File: src/rtl/dac_pkg.sv
// Shared types, widths and helpers for the PmodDA2 frame scheduler.
package dac_pkg;

    localparam int DAC_DATA_W = 12;
    localparam int DAC_WORD_W = 16;
    localparam int STAT_W     = 16;

    localparam logic [STAT_W-1:0] STAT_MAX = '1;

    // DAC121S101 power-down control bits (frame bits 13:12).
    typedef enum logic [1:0] {
        PD_NORMAL = 2'b00,
        PD_1K     = 2'b01,
        PD_100K   = 2'b10,
        PD_HIZ    = 2'b11
    } pd_mode_t;

    typedef enum logic [1:0] {
        IDLE  = 2'b00,
        READY = 2'b01,
        BUSY  = 2'b10
    } sched_state_t;

    // DAC121S101 frame: two don't-care zeros, power-down mode, sample.
    function automatic logic [DAC_WORD_W-1:0] make_dac_word(
        input logic [1:0]            pd,
        input logic [DAC_DATA_W-1:0] data
    );
        return {2'b00, pd, data};
    endfunction

    // Statistics counters stick at all-ones instead of wrapping.
    function automatic logic [STAT_W-1:0] sat_inc(input logic [STAT_W-1:0] value);
        return (value == STAT_MAX) ? value : value + 1'b1;
    endfunction

endpackage

File: src/rtl/dac_chan_stage.sv
// One DAC channel: one-deep staging register with ready, zero-order-hold
// output sample, latched power-down mode and saturating underrun counter.
module dac_chan_stage
    import dac_pkg::*;
(
    input  logic                  clk,
    input  logic                  srst,
    input  logic                  valid,
    input  logic [DAC_DATA_W-1:0] data,
    output logic                  ready,
    input  logic                  launch,
    input  logic [1:0]            pd,
    input  logic                  stat_clr,
    output logic [DAC_WORD_W-1:0] word,
    output logic [STAT_W-1:0]     und
);

    logic                  full_reg,  full_next;
    logic [DAC_DATA_W-1:0] stage_reg, stage_next;
    logic [DAC_DATA_W-1:0] hold_reg,  hold_next;
    logic [1:0]            pd_reg,    pd_next;
    logic [STAT_W-1:0]     und_reg,   und_next;
    logic                  accept;

    // A full stage refuses new data, so launch-clear and accept never collide.
    assign accept = valid && !full_reg;
    assign ready  = !full_reg;
    assign word   = make_dac_word(pd_reg, hold_reg);
    assign und    = und_reg;

    // Launch consumes the staged sample or repeats the held one (underrun).
    always_comb begin
        full_next  = full_reg;
        stage_next = stage_reg;
        hold_next  = hold_reg;
        pd_next    = pd_reg;
        und_next   = und_reg;
        if (launch) begin
            pd_next = pd;
            if (full_reg) begin
                hold_next = stage_reg;
                full_next = 1'b0;
            end else begin
                und_next = sat_inc(und_reg);
            end
        end
        // A sample arriving on the launch cycle is kept for the next tick.
        if (accept) begin
            full_next  = 1'b1;
            stage_next = data;
        end
        if (stat_clr) begin
            und_next = '0;
        end
    end

    // Channel state registers.
    always_ff @(posedge clk) begin
        if (srst) begin
            full_reg  <= 1'b0;
            stage_reg <= '0;
            hold_reg  <= '0;
            pd_reg    <= '0;
            und_reg   <= '0;
        end else begin
            full_reg  <= full_next;
            stage_reg <= stage_next;
            hold_reg  <= hold_next;
            pd_reg    <= pd_next;
            und_reg   <= und_next;
        end
    end

endmodule

File: src/rtl/dac_frame_scheduler.sv
// Sample-rate scheduler for the two-channel PmodDA2: tick counter, launch
// FSM, overrun counter and the two channel staging stages.
module dac_frame_scheduler
    import dac_pkg::*;
#(
    parameter int DATA_W   = DAC_DATA_W,
    parameter int RATE_DIV = 1000
) (
    input  logic                  Clk,
    input  logic                  Rst,
    input  logic                  En,
    input  logic                  A_Valid,
    input  logic [DATA_W-1:0]     A_Data,
    output logic                  A_Ready,
    input  logic                  B_Valid,
    input  logic [DATA_W-1:0]     B_Data,
    output logic                  B_Ready,
    input  logic [1:0]            Pd_A,
    input  logic [1:0]            Pd_B,
    output logic                  Ser_Start,
    output logic [DAC_WORD_W-1:0] Ser_WordA,
    output logic [DAC_WORD_W-1:0] Ser_WordB,
    input  logic                  Ser_Done,
    input  logic                  Stat_Clr,
    output logic [STAT_W-1:0]     Und_A,
    output logic [STAT_W-1:0]     Und_B,
    output logic [STAT_W-1:0]     Ovr
);

    localparam int               NUM_CHAN = 2;
    localparam int               CNT_W    = $clog2(RATE_DIV);
    localparam logic [CNT_W-1:0] CNT_LAST = CNT_W'(RATE_DIV - 1);

    logic [CNT_W-1:0]  cnt_reg, cnt_next;
    logic              tick;
    sched_state_t      state_reg, state_next;
    logic              launch;
    logic              ovr_inc;
    logic              ser_start_reg;
    logic [STAT_W-1:0] ovr_reg, ovr_next;

    logic                  chan_valid [NUM_CHAN];
    logic [DAC_DATA_W-1:0] chan_data  [NUM_CHAN];
    logic                  chan_ready [NUM_CHAN];
    logic [1:0]            chan_pd    [NUM_CHAN];
    logic [DAC_WORD_W-1:0] chan_word  [NUM_CHAN];
    logic [STAT_W-1:0]     chan_und   [NUM_CHAN];

    assign chan_valid[0] = A_Valid;
    assign chan_valid[1] = B_Valid;
    assign chan_data[0]  = A_Data;
    assign chan_data[1]  = B_Data;
    assign chan_pd[0]    = Pd_A;
    assign chan_pd[1]    = Pd_B;

    assign A_Ready   = chan_ready[0];
    assign B_Ready   = chan_ready[1];
    assign Ser_WordA = chan_word[0];
    assign Ser_WordB = chan_word[1];
    assign Und_A     = chan_und[0];
    assign Und_B     = chan_und[1];
    assign Ser_Start = ser_start_reg;
    assign Ovr       = ovr_reg;

    // Sample-period counter; parked at zero while disabled.
    assign tick = En && (cnt_reg == CNT_LAST);

    always_comb begin
        cnt_next = cnt_reg + 1'b1;
        if (!En || tick) begin
            cnt_next = '0;
        end
    end

    // Tick counter register.
    always_ff @(posedge Clk) begin
        if (Rst) begin
            cnt_reg <= '0;
        end else begin
            cnt_reg <= cnt_next;
        end
    end

    // FSM state register.
    always_ff @(posedge Clk) begin
        if (Rst) begin
            state_reg <= IDLE;
        end else begin
            state_reg <= state_next;
        end
    end

    // FSM next state; a Done coinciding with a tick frees the slot for that tick.
    always_comb begin
        state_next = state_reg;
        case (state_reg)
            IDLE: begin
                if (En) begin
                    state_next = READY;
                end
            end
            READY: begin
                if (!En) begin
                    state_next = IDLE;
                end else if (tick) begin
                    state_next = BUSY;
                end
            end
            BUSY: begin
                if (Ser_Done) begin
                    if (tick) begin
                        state_next = BUSY;
                    end else if (!En) begin
                        state_next = IDLE;
                    end else begin
                        state_next = READY;
                    end
                end
            end
            default: state_next = IDLE;
        endcase
    end

    // FSM outputs: launch when the serializer is free, otherwise count a skip.
    always_comb begin
        launch  = 1'b0;
        ovr_inc = 1'b0;
        if (tick) begin
            case (state_reg)
                READY:   launch = 1'b1;
                BUSY: begin
                    launch  = Ser_Done;
                    ovr_inc = !Ser_Done;
                end
                default: launch = 1'b0;
            endcase
        end
    end

    // Overrun counter next value; clear beats increment.
    always_comb begin
        ovr_next = ovr_reg;
        if (Stat_Clr) begin
            ovr_next = '0;
        end else if (ovr_inc) begin
            ovr_next = sat_inc(ovr_reg);
        end
    end

    // Registered launch pulse and overrun counter.
    always_ff @(posedge Clk) begin
        if (Rst) begin
            ser_start_reg <= 1'b0;
            ovr_reg       <= '0;
        end else begin
            ser_start_reg <= launch;
            ovr_reg       <= ovr_next;
        end
    end

    genvar gi;
    generate
        for (gi = 0; gi < NUM_CHAN; gi++) begin : g_chan
            dac_chan_stage u_stage (
                .clk      (Clk),
                .srst     (Rst),
                .valid    (chan_valid[gi]),
                .data     (chan_data[gi]),
                .ready    (chan_ready[gi]),
                .launch   (launch),
                .pd       (chan_pd[gi]),
                .stat_clr (Stat_Clr),
                .word     (chan_word[gi]),
                .und      (chan_und[gi])
            );
        end
    endgenerate

endmodule
File: config.mk
export PLATFORM = sky130hd
export DESIGN_NAME = dac_frame_scheduler
export DESIGN_NICKNAME = d
export VERILOG_FILES = /design/src/rtl/dac_pkg.sv /design/src/rtl/dac_chan_stage.sv /design/src/rtl/dac_frame_scheduler.sv
export SDC_FILE = /design/constraint.sdc
export NUM_CORES = 1
export LEC_CHECK = 0
export CAP_MARGIN = 20
export CORE_MARGIN = 2
export CORE_UTILIZATION = 54
export DETAILED_ROUTE_END_ITERATION = 12
export PLACE_DENSITY = 0.86
export SETUP_SLACK_MARGIN = 0.15
export SLEW_MARGIN = 20
export SYNTH_ARGS = -nofsm -noshare
export SYNTH_HDL_FRONTEND = slang
export SYNTH_SLANG_ARGS = --single-unit
File: constraint.sdc
create_clock -name Clk -period 4.9 [get_ports Clk]
set_input_delay 1.47 -clock Clk [delete_from_list [all_inputs] [get_ports Clk]]
set_output_delay 1.47 -clock Clk [all_outputs]
set_load 0.01 [all_outputs]
**Word-level counts from Yosys, hierarchy flattened**

Cells that the tools add are included.
Widths: inputs -> output; s select.

- Bits in registers: 115
- Input bits: 35
- Output and inout bits: 83
- Word-level logic and storage cells: 65

- Add/sub/neg operators: 4
- Equality and inequality tests: 9
- Mux-type cells: 14
- Bitwise logic cells: 5
- Reductions and logical operators: 19

Operator list:

| operator | count |
|---|---|
| $add 16x1->16 const B | 3 |
| $eq 16x16->1 const B | 3 |
| $add 10x1->10 const B | 1 |
| $eq 10x10->1 const B | 1 |
| $mux 2 | 5 |
| $reduce_and 3->1 | 3 |
| $mux 1 | 7 |
| $pmux 2 s3 | 1 |
| $reduce_and 2->1 | 3 |
| $not 1->1 | 5 |
| $logic_not 1->1 | 4 |
| $ne 2x2->1 const B | 2 |
| $reduce_bool 2->1 | 2 |
| $reduce_or 2->1 | 2 |
| $logic_and 1x1->1 | 3 |
| $ne 3x3->1 const B | 1 |
| $eq 2x1->1 const B | 1 |
| $eq 2x2->1 const B | 1 |
| $logic_not 2->1 | 1 |
| $pmux 1 s2 | 1 |
| $logic_or 1x1->1 | 1 |

**Logic depth before layout (Yosys ltp)**

Gate-level depths: netlist of run 1.

- Word-level depth: 5
- Gate-level depth with buffers: 9
- Gate-level depth less buffers: 7

**Modules after synthesis**

A second synthesis of run 1 with hierarchy kept.

- Cells, all modules: 591
- Area, all modules: 5017.3 um^2

By module, submodules not included:

| module | instances | cells each | area an instance (um^2) | seq. area each (um^2) |
|---|---|---|---|---|
| dac_chan_stage | 2 | 214 | 1783.0 | 860.8 |
| dac_frame_scheduler | 1 | 163 | 1451.4 | 580.6 |

**Worst setup path before layout of run 1**

No wires, ideal clock.

- Kind: in2reg
- Start: in En
- End: reg g_chan[0].u_stage.und_reg[12]
- Arrival time: 3173 ps
- Data required time: 4830 ps
- Slack: 1657 ps
- Cell stages on the path: 6
- Buffers on the path: 1
- Cell sequence: clkbuf_1 > and4_1 > nand4_1 > or4b_2 > or3_1 > a21oi_1

- Word-level cells in the longest chain between the ends: 3

RTL lines:

| what | line | text |
|---|---|---|
| start, declared | dac_frame_scheduler.sv:11 | `input logic En,` |
| $logic_and 1x1->1 | dac_frame_scheduler.sv:66 | `assign tick = En && (cnt_reg == CNT_LAST);` |
| $mux 1 | dac_frame_scheduler.sv:128 | `if (tick) begin` |
| $reduce_and 3->1 (no line) | -- |  |
| end signal, assigned | dac_chan_stage.sv:70 | `und_reg <= und_next;` |
| end, declared | dac_chan_stage.sv:22 | `logic [STAT_W-1:0] und_reg, und_next;` |

Every way passes these cells.
A chain may end at the register's enable or synchronous reset.

**Final worst setup path of run 1**

- Start: in En
- End: reg g_chan[0].u_stage.und_reg[14]

The elaborated chain is that of the path after synthesis.

==> flow_summary.json, run 1 <==
{
  "wl_met3_um": 886,
  "grt_pass1_wl_um": 21500,
  "synth_top_family_by_area": "simple AND/OR/NAND/NOR gates",
  "final_common_cell": "nand2_1",
  "synth_edf_count": 0,
  "timing.fmax_ghz": 0.265,
  "hold_violations": 0,
  "drive_above_1_share_pct": 5.36,
  "syn_avg_cell_area_um2": 8.07,
  "synthMuxAreaShare_pct": 1.01,
  "peakVddDrop_v": 0.000251,
  "min_path_type": "reg2reg",
  "cp_top_family": "simple AND/OR/NAND/NOR gates",
  "via_per_inst": 5.87,
  "chipHeight_um": 99.8,
  "cts_max_level": 4,
  "place.gp.congestion": 0.841,
  "slew_headroom_pct": 32.0,
  "rsz0062_at_grt": "false",
  "cts_hold_buffers": 0,
  "synth_fa_ha_area_share_pct": 2.02,
  "synth_top_area_share_pct": 46.4,
  "power_switching_uw": 489,
  "antenna_found_initial": 0,
  "max_stage_delay_ps": 880,
  "crit_type": "in2reg",
  "nNetsFinal": 759,
  "worstMarginPinSlew_ps": 995,
  "critPathSlowestCell": "or4b_2",
  "cts_setup_buffers": 0,
  "pwr-share-clk_pct": 52.3,
  "critPathLaunchType": "primary input",
  "dr_wl_met2_um": 6750,
  "ys_seq_elements": 115,
  "num_antenna_cells": 0,
  "synth_area_leaders": "dfxtp_1 (46%), nand2_1 (10%), a21oi_1 (8.3%)",
  "largest_reg_flops": 32,
  "finalCriticalPeriod_ps": 3780,
  "cts_resized": 0,
  "stdcell_count": 836,
  "dr.max_layer_used": "met4",
  "pin_count": 118,
  "clk_transition_reported_paths_ps": 50,
  "ant_nets": 0,
  "wl_per_cell_um": 15.8,
  "syn_inst": 614,
  "cts_root_buf": "clkbuf_8",
  "dr.pass1.iters": 5,
  "drc": 0,
  "fp.dieArea_mm2": 0.00996,
  "cts_sinks": 115,
  "endpoint_kind": "flop",
  "start_util_pct": 56.3,
  "outcome": "finished, final reports clean",
  "slew_violations": 0,
  "async_reset_ff_share_pct": 0,
  "fin_crit_sh_pct": 77.1,
  "sw_frac_of_total_pct": 21.3,
  "worstPathArrival_ps": 4190,
  "drt-met1-wl_um": 5310,
  "p_leak_nw": 2.29,
  "dpl.hpwl_um": 8860,
  "clock_latency_ps": 500,
  "required_ps": 5310,
  "seqPwrFrac_pct": 42.1,
  "synthFlopType": "dfxtp_1",
  "p_per_area_mw_per_mm2": 344,
  "finalSetupTns_ps": 0,
  "ys_seq_area_share_pct": 46.4,
  "floorplan.rows": 34,
  "p_int_mw": 1.80,
  "grt.overflow.total": 0,
  "drt-initial-drc-count": 280,
  "crit_chain": "clkdlybuf4s50_1 -> and4_1 -> nand4_1 -> or4b_2 -> or3_1 -> a21oi_1",
  "clk_path_buf_depth": 2,
  "ys_warn_count": 0,
  "synth_simple_gate_area_share_pct": 28.4,
  "synth.distinct_cells": 49,
  "vias": 4911,
  "nFillCells": 629,
  "die_w_um": 99.8,
  "p_comb_share_pct": 5.5,
  "cts_buffers": 17,
  "critPathMaxFanout": 13,
  "cts_tree": "yes",
  "syn_area_mm2": 0.00496,
  "coreArea_mm2": 0.00881,
  "synth-compound-area-share_pct": 15.0,
  "area_delta_synth_final_pct": 34.5,
  "synth_xor_area_share_pct": 3.36,
  "fin_skew_ps": 11.3,
  "track_usage_pct": 27.0,
  "yosysTopAreaCell": "dfxtp_1",
  "wl_um": 13200,
  "place_inst": 805,
  "port_buffers": 113,
  "grt_max_degree": 64,
  "cp_num_buf_inv": 1,
  "first_global_vias": 4674,
  "drv_cap": 0,
  "finalSetupViolations": 0,
  "final_cell_mix": "nand2_1 (137), dfxtp_1 (115), clkdlybuf4s50_1 (112)"
}
-- power groups by stage --
stage / logic (mW) / registers, mW / clock network [mW]
6_report: 0.127 / 0.967 / 1.20
4_1_cts: 0.125 / 0.967 / 1.21
3_5_place_dp: 0.124 / 0.986 / 0
3_3_place_gp: 0.119 / 0.985 / 0
5_1_grt: 0.140 / 0.969 / 1.27
2_1_floorplan: 0.0790 / 0.983 / 0
-- worst reg2reg max path: stages (launching register included) --
cell	delay, ps
dfxtp_1	390
inv_1	80
ha_1	320
and4_1	210
nand4_1	510
or4b_2	880
or3_1	330
a21oi_1	150
-- cells in the mapped netlist, types with 4 or more instances --
master,n
a211oi_1,4
nand2_1,137
nand4_1,14
inv_1,9
xnor2_1,15
xor2_1,4
nor2_1,46
nor3_1,7
a41o_1,4
mux2i_1,5
buf_4,4
and2_1,4
o21ai_0,17
nor4_1,5
dfxtp_1,115
ha_1,8
clkbuf_1,25
nand3_1,19
and4_1,9
nand3b_1,4
or3_1,19
a21oi_1,82
and3_1,9
a31oi_1,6
-- routing by layer --
metal	global-route usage [%]	vias to the layer above
li1	-	2348
met1	31.2	2347
met2	46.7	192
met3	7.94	24
met4	11.2	0
met5	0	-
-- area by class of cell --
type                    count  area, µm²  area share, %
multi-input cells         459       2480           37.2
flip-flops and latches    115       2300           34.5
repair buffers            114       1130           17.0
clock buffers              21        449           6.74
well taps                 108        135           2.03
clock inverters            10        133           1.99
inverters                   9       33.8          0.507
-- cells by family after synthesis --
group	after synthesis
simple gates	293
xor+xnor	19
other cells	1
fa+ha+maj	8
mux	5
buf+inv	43
flops	115
compound gates	130
-- through the flow --
stage | worst slack [ps] | total power [mW] | utilization (%) | hold slack [ps] | cell area [µm²]
6_report | 1120 | 2.29 | 75.7 | 454 | 6670
5_1_grt | 1050 | 2.38 | 75.7 | 471 | 6670
4_1_cts | 1210 | 2.30 | 75.7 | 454 | 6670
3_5_place_dp | 713 | 1.11 | 69.1 | 446 | 6090
3_3_place_gp | 772 | 1.10 | 69.1 | 438 | 6090
2_1_floorplan | 1660 | 1.06 | - | 426 | 4970
-- path summary, 6_finish.rpt --
kind	slack [ps]	cells after the start	endpoint	from
max	1120	6	g_chan[0].u_stage.und[14]$_SDFFE_PP0P_	En
min	450	2	g_chan[0].u_stage.hold_reg[11]$_SDFFE_PP0P_	g_chan[0].u_stage.hold_reg[11]$_SDFFE_PP0P_
max reg2reg	1940	7	g_chan[0].u_stage.und[14]$_SDFFE_PP0P_	state_reg[1]$_SDFFE_PP0P_
min reg2reg	450	2	g_chan[0].u_stage.hold_reg[11]$_SDFFE_PP0P_	g_chan[0].u_stage.hold_reg[11]$_SDFFE_PP0P_
(Power assumes the default switching activity.)
==> run 2: changes to the inputs <==
--- a/config.mk
+++ b/config.mk
@@ -7,9 +7,9 @@
 export LEC_CHECK = 0
 export CAP_MARGIN = 20
 export CORE_MARGIN = 2
-export CORE_UTILIZATION = 54
+export CORE_UTILIZATION = 45
 export DETAILED_ROUTE_END_ITERATION = 12
-export PLACE_DENSITY = 0.86
+export PLACE_DENSITY = 0.76
 export SETUP_SLACK_MARGIN = 0.15
 export SLEW_MARGIN = 20
 export SYNTH_ARGS = -nofsm -noshare
==> constraint.sdc (replaced) <==
create_clock -name Clk -period 3.4 [get_ports Clk]
set_input_delay 1.02 -clock Clk [delete_from_list [all_inputs] [get_ports Clk]]
set_output_delay 1.02 -clock Clk [all_outputs]
set_load 0.01 [all_outputs]
==> flow_summary.json, run 2 (synthesis results as in run 1) <==
{
  "min_path_type": "reg2reg",
  "place_inst": 848,
  "clock_latency_ps": 530,
  "dpl.hpwl_um": 8940,
  "p_leak_nw": 2.35,
  "cts_root_buf": "clkbuf_8",
  "cts_setup_buffers": 0,
  "start_util_pct": 45.9,
  "critPathLaunchType": "flop",
  "endpoint_kind": "primary output",
  "stdcell_count": 880,
  "vias": 4779,
  "slew_headroom_pct": 47.2,
  "hp-start": "g_chan[1].u_stage.hold_reg[4]$_SDFFE_PP0P_",
  "drive_above_1_share_pct": 7.16,
  "num_antenna_cells": 0,
  "via_per_inst": 5.43,
  "track_usage_pct": 22.4,
  "placed_area_mm2": 0.00621,
  "pin_count": 118,
  "p_per_area_mw_per_mm2": 505,
  "fp.dieArea_mm2": 0.0119,
  "cts_resized": 0,
  "timing.fmax_ghz": 0.364,
  "cts_buffers": 17,
  "crit_type": "reg2out",
  "die_w_um": 109,
  "finalCriticalPeriod_ps": 2750,
  "crit_start": "g_chan[1].u_stage.full_reg$_SDFFE_PP0P_",
  "nNetsFinal": 770,
  "cts_max_level": 4,
  "port_buffers": 113,
  "wl_per_cell_um": 14.6,
  "finalSetupViolations": 0,
  "finish.instance_area_mm2": 0.00684,
  "first_global_vias": 4546,
  "place.gp.congestion": 0.807,
  "wl_um": 12800,
  "outcome": "finished, final reports clean",
  "coreArea_mm2": 0.0108,
  "final_cell_mix": "nand2_1 (137), dfxtp_1 (115), clkdlybuf4s50_1 (112)",
  "chipHeight_um": 109,
  "grt_max_degree": 61,
  "final_common_cell": "nand2_1",
  "dr.pass1.iters": 4,
  "ant_nets": 0,
  "critPathMaxFanout": 8,
  "fin_crit_sh_pct": 80.8,
  "required_ps": 2380,
  "rsz0062_at_grt": "false",
  "cts_sinks": 115,
  "grt.overflow.total": 0,
  "drt-initial-drc-count": 267,
  "cts_tree": "yes",
  "worstPathArrival_ps": 1730,
  "peakVddDrop_v": 0.000311,
  "floorplan.rows": 38,
  "drv_cap": 0,
  "largest_reg_flops": 32,
  "worstMarginPinSlew_ps": 791,
  "clk_transition_reported_paths_ps": 60,
  "slew_violations": 0,
  "antenna_found_initial": 0,
  "grt_pass1_wl_um": 21000,
  "area_delta_synth_final_pct": 38.0,
  "fin_skew_ps": 7.33,
  "finalSetupTns_ps": 0,
  "timing.rr.start": "g_chan[1].u_stage.und[0]$_SDFFE_PP0P_",
  "drc": 0,
  "hold_violations": 0,
  "cts_hold_buffers": 0,
  "clk_path_buf_depth": 2
}
run 2: power by group:
part	internal, mW	switching [mW]	total (mW)
registers	1.37	0.0196	1.39
logic	0.0839	0.0977	0.182
clock network	1.22	0.665	1.88
total	2.67	0.782	3.46
run 2: critical path: stages (launching register included):
cell             delay (ps)
dfxtp_1                 490
inv_1                   180
clkdlybuf4s50_1         540
run 2: worst paths after layout:
path,endpoint,slack (ps),cells past startpoint
max,B_Ready,650,2
min,g_chan[1].u_stage.hold_reg[4]$_SDFFE_PP0P_,450,2
max reg2reg,g_chan[1].u_stage.und[13]$_SDFFE_PP0P_,900,6
min reg2reg,g_chan[1].u_stage.hold_reg[4]$_SDFFE_PP0P_,450,2
run 2: cell type report:
class / instances / area [µm²]
Fill cell: 911 / 3950
Clock buffer: 18 / 428
Multi-Input combinational cell: 459 / 2480
Inverter: 9 / 33.8
Clock inverter: 14 / 204
Sequential cell: 115 / 2300
Tap cell: 140 / 175
Timing Repair Buffer: 125 / 1220
run 2: stage by stage:
step	worst slack, ps	util (%)	power, mW	hold WS [ps]
final	652	63.4	3.46	453
after global routing	560	63.4	3.57	474
after CTS	640	63.4	3.48	454
after detailed placement	193	57.5	1.60	446
after global placement	241	57.5	1.59	440
after floorplan	607	-	1.53	426
run 2: per-layer routing:
metal  up-vias  share of wire [%]  track usage [%]
met5         -                  0                0
met4         0                1.8             8.61
met3        23                5.6             6.75
met2       134                 49             36.2
met1      2248                 43             28.1
li1       2374                  -                -
==> run 3: changes to the inputs <==
--- a/config.mk
+++ b/config.mk
@@ -7,9 +7,9 @@
 export LEC_CHECK = 0
 export CAP_MARGIN = 20
 export CORE_MARGIN = 2
-export CORE_UTILIZATION = 45
+export CORE_UTILIZATION = 50
 export DETAILED_ROUTE_END_ITERATION = 12
-export PLACE_DENSITY = 0.76
+export PLACE_DENSITY = 0.8
 export SETUP_SLACK_MARGIN = 0.15
 export SLEW_MARGIN = 20
 export SYNTH_ARGS = -nofsm -noshare
==> constraint.sdc (replaced) <==
create_clock -name Clk -period 2.9 [get_ports Clk]
set_input_delay 0.87 -clock Clk [delete_from_list [all_inputs] [get_ports Clk]]
set_output_delay 0.87 -clock Clk [all_outputs]
set_load 0.01 [all_outputs]
==> flow_summary.json, run 3 (synthesis results as in run 1) <==
{
  "outcome": "finished, final reports clean",
  "slew_headroom_pct": 53.2,
  "place_inst": 853,
  "timing.fmax_ghz": 0.385,
  "slew_violations": 0,
  "fin_hold_ws_ps": 450,
  "drive_above_1_share_pct": 8.64,
  "wl_um": 13400,
  "max_stage_delay_ps": 520,
  "wl_per_cell_um": 15.1,
  "start_util_pct": 51.2,
  "num_antenna_cells": 0,
  "via_per_inst": 5.60,
  "dpl.hpwl_um": 9200,
  "critPathLaunchType": "flop",
  "worstPathArrival_ps": 1730,
  "finalCriticalPeriod_ps": 2600,
  "wl_met3_um": 697,
  "drt-initial-drc-count": 255,
  "ant_nets": 0,
  "clock_latency_ps": 510,
  "cts_resized": 0,
  "vias": 4958,
  "antenna_found_initial": 0,
  "place_ws_ps": -244,
  "die_w_um": 104,
  "min_path_type": "reg2reg",
  "critPathSlowestCell": "dfxtp_1",
  "area_delta_synth_final_pct": 38.6,
  "first_global_vias": 4691,
  "coreArea_mm2": 0.00968,
  "finalSetupTns_ps": 0,
  "stdcell_count": 885,
  "rsz0062_at_grt": "false",
  "cts_root_buf": "clkbuf_8",
  "p_per_area_mw_per_mm2": 566,
  "power.total_mw": 3.89,
  "cts_hold_buffers": 0,
  "place.gp.congestion": 0.804,
  "peakVddDrop_v": 0.000368,
  "dr.max_layer_used": "met4",
  "cts_buffers": 17,
  "cp_num_buf_inv": 2,
  "required_ps": 2030,
  "drt-met1-wl_um": 5710,
  "nFillCells": 736,
  "port_buffers": 113,
  "pin_count": 118,
  "critPathMaxFanout": 8,
  "grt_max_degree": 53,
  "dr.pass1.iters": 5,
  "crit_chain": "inv_1 -> clkdlybuf4s50_1",
  "finish.instance_area_mm2": 0.00687,
  "setup_slack_ps": 304,
  "drv_cap": 0,
  "finalSetupViolations": 0,
  "cts_sinks": 115,
  "fp.dieArea_mm2": 0.0107,
  "crit_type": "reg2out",
  "cts_tree": "yes",
  "fin_skew_ps": 8.01,
  "largest_reg_flops": 32,
  "nNetsFinal": 782,
  "cts_setup_buffers": 0,
  "chipHeight_um": 104,
  "cts_max_level": 4,
  "dr_wl_met2_um": 6650,
  "endpoint_kind": "primary output",
  "clk_transition_reported_paths_ps": 60,
  "track_usage_pct": 25.2,
  "grt.overflow.total": 0,
  "grt_pass1_wl_um": 22300,
  "worstMarginPinSlew_ps": 696,
  "clk_path_buf_depth": 2,
  "cp_top_family": "buffers and inverters",
  "final_cell_mix": "nand2_1 (137), dfxtp_1 (115), clkdlybuf4s50_1 (111)",
  "p_leak_nw": 2.40,
  "postLayoutCoreUtil_pct": 71.0,
  "fin_crit_sh_pct": 89.5,
  "placed_area_mm2": 0.00629,
  "final_common_cell": "nand2_1",
  "regToRegSetupSlack_ps": 440,
  "floorplan.rows": 36,
  "hold_violations": 0,
  "drc": 0
}
[run 3: changes by cell type in the layout (fill, tap and decap cells not counted), sizes merged]
cell           delta
buf              +12
inv               +3
bufinv            -2
clkdlybuf4s50     -1
clkinvlp          -1
dlymetal6s2s      +1
[run 3: worst paths after layout]
check / cells after the start / to / start
setup reg to reg: 10 / g_chan[0].u_stage.und[6]$_SDFFE_PP0P_ / state_reg[0]$_SDFFE_PP0P_
hold reg to reg: 2 / g_chan[1].u_stage.hold_reg[10]$_SDFFE_PP0P_ / g_chan[1].u_stage.hold_reg[10]$_SDFFE_PP0P_
hold / removal: 2 / g_chan[1].u_stage.hold_reg[10]$_SDFFE_PP0P_ / g_chan[1].u_stage.hold_reg[10]$_SDFFE_PP0P_
setup / recovery: 2 / A_Ready / g_chan[0].u_stage.full_reg$_SDFFE_PP0P_
[run 3: cell type report]
class | count | area, µm² | area share [%]
multi-input combinational | 459 | 2480 | 36.1
clock buffer | 18 | 428 | 6.23
tap | 133 | 166 | 2.42
timing repair buffer | 137 | 1310 | 19.0
clock inverter | 14 | 151 | 2.20
sequential | 115 | 2300 | 33.5
inverter | 9 | 33.8 | 0.492
[run 3: power breakdown]
part	internal, mW	total (mW)	switching, mW
Sequential	1.61	1.63	0.0236
Combinational	0.109	0.233	0.125
Clock	1.25	2.02	0.768
Total	2.97	3.89	0.917
[run 3: worst register-to-register path, delay by kind of cell, from the launching register on]
kind            cells  cell delay (ps)
compound gates      2              320
fa+ha+maj           1              330
buf+inv             4              640
flops               1              390
simple gates        3              660
[run 3: layer usage]
| metal | vias to the layer above | global-route usage (%) |
|---|---|---|
| li1 | 2405 | - |
| met1 | 2346 | 30.6 |
| met2 | 172 | 42.2 |
| met3 | 35 | 5.98 |
| met4 | 0 | 11.8 |
| met5 | - | 0 |
